File: config.mk
export PLATFORM = sky130hd
export DESIGN_NAME = debounce_filter
export DESIGN_NICKNAME = d
export VERILOG_FILES = /design/src/rtl/debounce_filter_pkg.sv /design/src/rtl/sync_2ff.sv /design/src/rtl/debounce_filter.sv
export SDC_FILE = /design/constraint.sdc
export NUM_CORES = 1
export LEC_CHECK = 0
export BUFFER_PORTS_ARGS = -buffer_cell sky130_fd_sc_hd__buf_2
export CAP_MARGIN = 20
export CORE_ASPECT_RATIO = 1.75
export CORE_MARGIN = 4
export CORE_UTILIZATION = 49
export DETAILED_ROUTE_END_ITERATION = 12
export HOLD_SLACK_MARGIN = 0.12
export PLACE_DENSITY = 0.75
export SYNTH_ARGS = -nofsm -noshare
export SYNTH_HDL_FRONTEND = slang
export SYNTH_HIERARCHICAL = 1
export SYNTH_SLANG_ARGS = --single-unit
File: constraint.sdc
create_clock -name clk -period 1.8 [get_ports clk]
set_input_delay 0.18 -clock clk [delete_from_list [all_inputs] [get_ports clk]]
set_output_delay 0.18 -clock clk [all_outputs]
set_load 0.01 [all_outputs]
File: src/rtl/debounce_filter_pkg.sv
// Shared types and constants for the debounce filter: FSM state encoding and default qualify length.
package debounce_filter_pkg;

    // 10 ms at 50 MHz
    localparam int unsigned DEBOUNCE_CYCLES_DEF = 500000;

    typedef enum logic [1:0] {
        IDLE_LOW  = 2'd0,
        WAIT_HIGH = 2'd1,
        IDLE_HIGH = 2'd2,
        WAIT_LOW  = 2'd3
    } state_e;

endpackage

File: src/rtl/sync_2ff.sv
// Two-flop synchroniser for one asynchronous bit; two-cycle latency, reset value parameterised.
// No backpressure: samples every clock.
module sync_2ff #(
    parameter logic RESET_VAL = 1'b0
) (
    input  logic clk,
    input  logic rst_n,
    input  logic d_i,
    output logic q_o
);

    logic s1_q;
    logic s2_q;

    always_ff @(posedge clk or negedge rst_n) begin
        if (!rst_n) begin
            s1_q <= RESET_VAL;
            s2_q <= RESET_VAL;
        end else begin
            s1_q <= d_i;
            s2_q <= s1_q;
        end
    end

    assign q_o = s2_q;

endmodule

File: src/rtl/debounce_filter.sv
// Debounces a raw mechanical input: accepts a new level after DEBOUNCE_CYCLES consecutive synced samples.
// Latency DEBOUNCE_CYCLES+2 clocks from a stable input change; no backpressure.
module debounce_filter
    import debounce_filter_pkg::*;
#(
    parameter int unsigned DEBOUNCE_CYCLES = DEBOUNCE_CYCLES_DEF,
    parameter logic        RESET_LEVEL     = 1'b0
) (
    input  logic clk,
    input  logic rst_n,
    input  logic sigIn,
    output logic sigOut,
    output logic busy
);

    localparam int               CNT_W       = $clog2(DEBOUNCE_CYCLES + 1);
    localparam logic [CNT_W-1:0] CNT_ONE     = CNT_W'(1);
    localparam logic [CNT_W-1:0] CNT_LAST    = CNT_W'(DEBOUNCE_CYCLES - 1);
    localparam state_e           RESET_STATE = RESET_LEVEL ? IDLE_HIGH : IDLE_LOW;

    logic             s2;
    state_e           state_q, state_d;
    logic [CNT_W-1:0] cnt_q, cnt_d;
    logic             sig_out_q, sig_out_d;

    sync_2ff #(
        .RESET_VAL(RESET_LEVEL)
    ) u_sync (
        .clk  (clk),
        .rst_n(rst_n),
        .d_i  (sigIn),
        .q_o  (s2)
    );

    always_ff @(posedge clk or negedge rst_n) begin
        if (!rst_n) begin
            state_q   <= RESET_STATE;
            cnt_q     <= '0;
            sig_out_q <= RESET_LEVEL;
        end else begin
            state_q   <= state_d;
            cnt_q     <= cnt_d;
            sig_out_q <= sig_out_d;
        end
    end

    // Any sample disagreeing with the candidate level drops back to idle with no partial credit.
    always_comb begin
        state_d   = state_q;
        cnt_d     = cnt_q;
        sig_out_d = sig_out_q;
        case (state_q)
            IDLE_LOW: begin
                if (s2) begin
                    state_d = WAIT_HIGH;
                    cnt_d   = CNT_ONE;
                end
            end
            WAIT_HIGH: begin
                if (!s2) begin
                    state_d = IDLE_LOW;
                    cnt_d   = '0;
                end else if (cnt_q == CNT_LAST) begin
                    state_d   = IDLE_HIGH;
                    sig_out_d = 1'b1;
                    cnt_d     = '0;
                end else begin
                    cnt_d = cnt_q + CNT_ONE;
                end
            end
            IDLE_HIGH: begin
                if (!s2) begin
                    state_d = WAIT_LOW;
                    cnt_d   = CNT_ONE;
                end
            end
            WAIT_LOW: begin
                if (s2) begin
                    state_d = IDLE_HIGH;
                    cnt_d   = '0;
                end else if (cnt_q == CNT_LAST) begin
                    state_d   = IDLE_LOW;
                    sig_out_d = 1'b0;
                    cnt_d     = '0;
                end else begin
                    cnt_d = cnt_q + CNT_ONE;
                end
            end
            default: begin
                state_d = RESET_STATE;
                cnt_d   = '0;
            end
        endcase
    end

    always_comb begin
        busy = (state_q == WAIT_HIGH) || (state_q == WAIT_LOW);
    end

    assign sigOut = sig_out_q;

endmodule
==> Word-level counts from Yosys, hierarchy flattened <==
Index checks and enable logic that the tools add are counted.
{ "word_totals": {"out_inout_bits": 2, "regBits": 24, "input_bits": 3, "word_cells": 42} }
{ "op_classes": {"n_addsub": 1, "eq_ne": 12, "n_reduce_logical": 6, "n_mux": 18} }
{ "ops": {"columns": ["cell", "count"], "rows": [
  ["$mux 19", 5],
  ["$pmux 19 s4", 1],
  ["$add 19x1->19 const B", 1],
  ["$eq 19x19->1 const B", 1],
  ["$mux 2", 6],
  ["$ne 2x2->1 const B", 4],
  ["$pmux 2 s4", 1],
  ["$reduce_and 5->1", 1],
  ["$eq 2x2->1 const B", 2],
  ["$mux 1", 4],
  ["$ne 2x1->1 const B", 2],
  ["$reduce_and 4->1", 1],
  ["$ne 3x2->1 const B", 1],
  ["$ne 3x3->1 const B", 1],
  ["$eq 2x1->1 const B", 1],
  ["$logic_not 2->1", 1],
  ["$pmux 1 s2", 1],
  ["$reduce_and 2->1", 1],
  ["$reduce_bool 2->1", 1],
  ["$logic_or 1x1->1", 1]
]} }

==> Longest topological paths before layout <==
Gate-level depths: netlist (run 1).
{ "depth": {"word_depth": 4, "mapped_depth": 7, "depth_no_buf": 6} }

==> Cells and area by module <==
The synthesis (run 1) kept the hierarchy.
{ "by_module_without_submodules": {"columns": ["module", "area_each_um2", "cells_each", "seq_area_each_um2", "n_inst"], "rows": [
  ["debounce_filter", 1219.9, 137, 550.5, 1],
  ["sync_2ff", 50.0, 2, 50.0, 1]
]} }

==> Worst setup path before layout (run 1) <==
OpenSTA, ideal clock, no wires.
{ "synth_timing": {"path_kind": "reg-to-reg", "from": "register cnt_q[6]", "to": "register (tool-made name)", "n_path_buf": 0, "arrival_ps": 1824, "path_stages_with_launch": 6, "setup_slack_ps": -149, "setup_time_ps": 125, "t_required_ps": 1675, "synth_period_minus_slack_ps": 1949, "cell_sequence": "dfrtp_1 -> or4_4 -> nor4_4 -> a21o_4 -> nand2_1 -> mux2_4"} }
{ "synth_rtl": {"columns": ["item", "line", "text"], "rows": [
  ["start: declaration", "debounce_filter.sv:23", "logic [CNT_W-1:0] cnt_q, cnt_d;"],
  ["start signal: assignment", "debounce_filter.sv:42", "cnt_q <= cnt_d;"]
]} }

==> flow_summary.ini, run 1 <==
[job]
cap_violations = 0

[grt]
grt-ovfl-total = 0
antenna_found_initial = 0
grt_usage = 0.201
grt_start_max_net_pins = 25
grt_pass1_vias = 1166
grt_pass1_wl_mm = 5.06

[power]
peakVddDrop_uv = 882
p_leak_nw = 0.719
cellPowerDensity_nw_per_um2 = 1100

[cts]
tritoncts = yes
cts_sinks = 24
cts_inserted_buffers = 3
clkTransAtPathRegs_ps = 90
cts_max_path_buffers = 2
cts_root_buf = clkbuf_8
cts-htree-levels = 1
clk_latency_ps = 280

[final_layout]
syn_to_final_growth_pct = 29.2
drive_above_1_share = 0.329
final_common_cell = buf_4
antenna_cells = 0
layoutNonFillerInstCount = 196
layout_common_cells = 26 x buf_4, 24 x dfrtp_1, 13 x nand2_1, 13 x nand3_1, 11 x nor2_1
nets = 175

[worst_setup_path]
endpoint_kind = flip-flop
reg2reg_setup_slack_ps = -90
critPathKind = flip-flop to flip-flop
r2r-start = cnt_q[7]$_DFFE_PN0P_
arrival_ps = 2060
crit_path_start_kind = flip-flop
crit_required_ps = 1970
max_stage_delay_ps = 530
r2r_cells = 5
path_max_fanout = 8
path_cells = or4_4, nor4_4, a21o_4, nand2_2, mux2_4
slowest_stage = or4_4

[timing]
fmax_ghz = 0.529
post-route-period-util = 1.05
rsz0062_at_grt = true
setup_violations = 9
worst_pin_slew_ps = 534
finClkSkew_ps = 4.56
fin_ws_ps = -91.9
hold_violations = 0
relSlewSlack = 0.644
slew_violations = 0
min_period_ps = 1890

[yosys]
yosysTopAreaCellShare = 0.473
synth_seq_cells = 24
yosys.area.top_type = dfrtp_1
synth_warnings = 6
syn-mean-instance-area_um2 = 9.14
synth_cells = 139
synth_seq_area_share = 0.473
synth_area_um2 = 1270
synth_area_leaders = dfrtp_1 47%, nand3_1 5.1%, a21oi_1 4.7%
syn-num-nets = 143
yosysUniqueCellTypes = 32

[drt]
num_vias = 1193
drtPass1Iterations = 4
drc = 0
via_per_inst = 6.09
drt-initial-drc-count = 60
routed_wirelength_mm = 3.24
ant_nets = 0
drt-wirelength-per-cell_um = 16.5

[floorplanning]
fp.coreArea_um2 = 2490
die_area_um2 = 3500
top_level_ports = 5
die_y_um = 75.3
core.rowCount = 24
fp.dieW_um = 46.5
start_util = 0.510

[status]
status = complete, but fails checks
failed_checks = negative setup slack

[place]
io_buffers = 4
place_inst = 182
hpwlAfterDp_mm = 2.09
dp_slack_ps = -78.7
place.gp.congestion = 0.813

[min_path]
holdPathStages = 0
min_to = u_sync/q_o$_DFF_PN0_
min-delay-start = u_sync/s1_q$_DFF_PN0_
hold_class = flip-flop to flip-flop
[synth_stat cells (all sizes together)]
master   count
a21o         1
a21oi       12
a22o         4
a31oi        5
a41oi        1
and3         3
and4         1
buf          3
clkbuf       3
dfrtp       24
ha           1
inv          5
mux2         1
mux2i        3
nand2       14
nand2b       1
nand3       13
nand4        3
nand4b       2
nor2        11
nor3         4
nor4         1
o21a         1
o21ai       12
o2bb2ai      1
o31ai        1
or2          1
or3          3
or3b         1
or4          1
xor2         2
[critical path: cells and delay by family, from the launching register on]
family | cells | cell delay (ps)
compound gates | 1 | 230
flops | 1 | 410
mux | 1 | 300
simple gates | 3 | 850
[routing by layer]
metal | vias up | track usage | wire (um)
met1 | 579 | 0.231 | 1280
met4 | 0 | 0.127 | 82
li1 | 572 | - | -
met2 | 35 | 0.342 | 1760
met3 | 7 | 0.0236 | 117
met5 | - | 0 | 0
[cell families after synthesis]
kind of cell,Yosys count,synth area share
adder cells (fa/ha/maj),1,0.00985
AO/OA/AOI/OAI,38,0.184
buffers and inverters,11,0.0355
AND/OR/NAND/NOR,59,0.248
multiplexers,4,0.0355
XOR/XNOR,2,0.0138
flip-flops,24,0.473
[cell type report]
| type | count | area, um^2 |
|---|---|---|
| clock buffers | 4 | 55.1 |
| fillers | 200 | 852 |
| inverters | 5 | 18.8 |
| multi-input cells | 104 | 687 |
| flip-flops and latches | 24 | 601 |
| well taps | 26 | 32.5 |
| repair buffers | 33 | 246 |
[timing repair]
item,CTS,global route
gates resized for setup,3,17
endpoints found under the hold margin,25,0
cloned,0,1
setup endpoints to repair,12,18
hold buffers,2,0
setup buffers,3,4
pin swaps,5,3
[per-stage QoR]
| step | power, mW | util | instance area, um^2 | hold WS, ps | setup TNS, ps |
|---|---|---|---|---|---|
| after floorplan | 1.06 | - | 1270 | -116 | 0 |
| after global placement | 1.24 | 0.578 | 1440 | 184 | -52.3 |
| after detailed placement | 1.27 | 0.578 | 1440 | 194 | -423 |
| after CTS | 1.68 | 0.623 | 1550 | 362 | -74.4 |
| after global routing | 1.90 | 0.658 | 1640 | 363 | -1490 |
| final | 1.80 | 0.658 | 1640 | 361 | -237 |
[where the power goes]
part           switching, mW  internal [mW]
clock network          0.182          0.196
registers             0.0575          0.589
logic                  0.444          0.329
[how the worst max path moves through the flow]
stage / cells after the start / slack [ps] / endpoint / from
after floorplan: 5 / 3 / flip-flop / cnt_q[7]$_DFFE_PN0P_
after global placement: 5 / -40 / flip-flop / cnt_q[12]$_DFFE_PN0P_
after detailed placement: 5 / -80 / flip-flop / cnt_q[12]$_DFFE_PN0P_
after CTS: 5 / -70 / flip-flop / cnt_q[12]$_DFFE_PN0P_
after global routing: 5 / -160 / flip-flop / cnt_q[7]$_DFFE_PN0P_
final: 5 / -90 / flip-flop / cnt_q[7]$_DFFE_PN0P_
[sequential cells by signal, summed over array words and instances, names as in the netlist, named ones only]
| signal | count |
|---|---|
| cnt_q | 19 |
| sigOut | 1 |
| state_q | 1 |
| u_sync/q_o | 1 |
| u_sync/s1_q | 1 |
(Power assumes the default switching activity.)
==> run 2, diff against run 1 <==
--- a/config.mk
+++ b/config.mk
@@ -7,12 +7,12 @@
 export LEC_CHECK = 0
 export BUFFER_PORTS_ARGS = -buffer_cell sky130_fd_sc_hd__buf_2
 export CAP_MARGIN = 20
-export CORE_ASPECT_RATIO = 1.75
+export CORE_ASPECT_RATIO = 2
 export CORE_MARGIN = 4
-export CORE_UTILIZATION = 49
+export CORE_UTILIZATION = 33
 export DETAILED_ROUTE_END_ITERATION = 12
 export HOLD_SLACK_MARGIN = 0.12
-export PLACE_DENSITY = 0.75
+export PLACE_DENSITY = 0.57
 export SYNTH_ARGS = -nofsm -noshare
 export SYNTH_HDL_FRONTEND = slang
 export SYNTH_HIERARCHICAL = 1
==> flow_summary.ini, run 2 (synthesis gave the netlist of run 1 again) <==
[status]
status = complete, but fails checks
failed_checks = negative setup slack

[drt]
ant_nets = 0
drt-initial-drc-count = 35
drtPass1Iterations = 5
num_vias = 1208
drt-wirelength-per-cell_um = 15.8
drc = 0
routed_wirelength_mm = 3.40
via_per_inst = 5.59

[worst_setup_path]
endpoint_kind = flip-flop
crit_start = cnt_q[12]$_DFFE_PN0P_
path_max_fanout = 5
critPathKind = flip-flop to flip-flop
r2r_cells = 5
reg2reg_setup_slack_ps = -60
arrival_ps = 2020
crit_path_start_kind = flip-flop
r2r-start = cnt_q[12]$_DFFE_PN0P_
crit_required_ps = 1960

[final_layout]
fillerInstances = 349
design_area_um2 = 1660
drive_above_1_share = 0.311
largest_reg_flops = 19
multi_input_area_um2 = 703
syn_to_final_growth_pct = 30.9
nets = 172
antenna_cells = 0
seqCellArea_um2 = 601
regMostFlops = cnt_q
final_common_cell = dfrtp_1
layout_common_cells = 24 x dfrtp_1, 20 x buf_4, 13 x nand2_1

[cts]
cts-htree-levels = 1
tritoncts = yes
clk_latency_ps = 280
cts_root_buf = clkbuf_8
cts_inserted_buffers = 3
cts_sinks = 24
clkTransAtPathRegs_ps = 90
cts_max_path_buffers = 2

[grt]
grt-ovfl-total = 0
grt_start_max_net_pins = 25
grt_usage = 0.150
grt_pass1_vias = 1263
grt_pass1_wl_mm = 5.69
antenna_found_initial = 0

[timing]
finClkSkew_ps = 3.78
setup_tns_ps = -95.3
worst_pin_slew_ps = 543
relSlewSlack = 0.638
slew_violations = 0
rsz0062_at_grt = true
fmax_ghz = 0.538
hold_violations = 0
worst_hold_slack_ps = 355
setup_violations = 5
fin_ws_ps = -60.0
post-route-period-util = 1.03
min_period_ps = 1860

[place]
hpwlAfterDp_mm = 2.43
place.gp.congestion = 0.819
io_buffers = 4
place_area_um2 = 1490

[min_path]
hold_class = flip-flop to flip-flop
min-delay-start = u_sync/s1_q$_DFF_PN0_
min_to = u_sync/q_o$_DFF_PN0_
holdPathStages = 0

[job]
cap_violations = 0

[power]
pwr-share-comb = 0.462
clkPwrFrac = 0.204
cellPowerDensity_nw_per_um2 = 1130
swShare = 0.380
internal_power_mw = 1.16
peakVddDrop_uv = 642
p_leak_nw = 0.713
finalPower_mw = 1.87
power_frac_seq = 0.334
p_switching_mw = 0.712

[floorplanning]
fp.dieW_um = 51.9
die_y_um = 95.7
start_util = 0.345
die_area_um2 = 4970
top_level_ports = 5
fp.coreArea_um2 = 3680
core.rowCount = 31
## run 2: cell types whose count changed in the layout (fill, tap and decap cells not counted), moves of 2 or more
cell | previous run | this run
a21oi_2 | 8 | 6
buf_4 | 26 | 20
buf_6 | 1 | 3
nor3_1 | 2 | 4
nor3_2 | 2 | 0
o21ai_1 | 3 | 5
a21oi_1 | 4 | 6
o21ai_2 | 1 | 3
o21ai_0 | 8 | 4
## run 2: metal layers
metal | routed length, um | track usage | up-vias | part of all wire
li1 | - | - | 561 | -
met1 | 1250 | 0.159 | 598 | 0.37
met2 | 1950 | 0.280 | 37 | 0.57
met3 | 106 | 0.0171 | 12 | 0.031
met4 | 105 | 0.0744 | 0 | 0.031
met5 | 0 | 0 | - | 0
## run 2: layout make-up
class                      count  area share
tap                           49      0.0369
clock buffer                   4      0.0331
sequential                    24       0.361
inverter                       5      0.0113
timing repair buffer          29       0.135
multi-input combinational    105       0.423
## run 2: power by group through the flow
| stage | logic, mW | clock network (mW) | registers, mW |
|---|---|---|---|
| 3_5_place_dp | 0.712 | 0 | 0.636 |
| 2_1_floorplan | 0.433 | 0 | 0.631 |
| 5_1_grt | 0.942 | 0.405 | 0.632 |
| 6_report | 0.865 | 0.381 | 0.625 |
| 4_1_cts | 0.777 | 0.382 | 0.624 |
| 3_3_place_gp | 0.697 | 0 | 0.633 |
## run 2: critical path: stages, from the launching register on
cell	delay (ps)
dfrtp_1	390
or4_4	550
nor4_4	230
a21o_4	220
nand2_2	70
mux2_4	290
## run 2: timing repair
action,in CTS,in global routing
endpoints found under the setup margin,10,18
cloned,1,0
pin swaps,1,7
resized for setup,8,17
setup buffers,1,0
hold buffers,2,0
endpoints found under the hold margin,25,0
## run 2: how the worst max path moves through the flow
stage,cells past startpoint,endpoint,slack [ps]
4_1_cts,5,flip-flop,-40
6_report,5,flip-flop,-60
2_1_floorplan,5,flip-flop,3
3_5_place_dp,6,cnt_q[9]$_DFFE_PN0P_,-60
3_3_place_gp,5,flip-flop,-10
5_1_grt,5,flip-flop,-120
## run 2: per-stage QoR
step | std cells | util | setup slack (ps)
5_1_grt | 216 | 0.451 | -120
6_report | 216 | 0.451 | -60.0
3_3_place_gp | 208 | 0.405 | -14.3
3_5_place_dp | 208 | 0.405 | -55.5
2_1_floorplan | 139 | - | 3.21
4_1_cts | 216 | 0.439 | -44.7
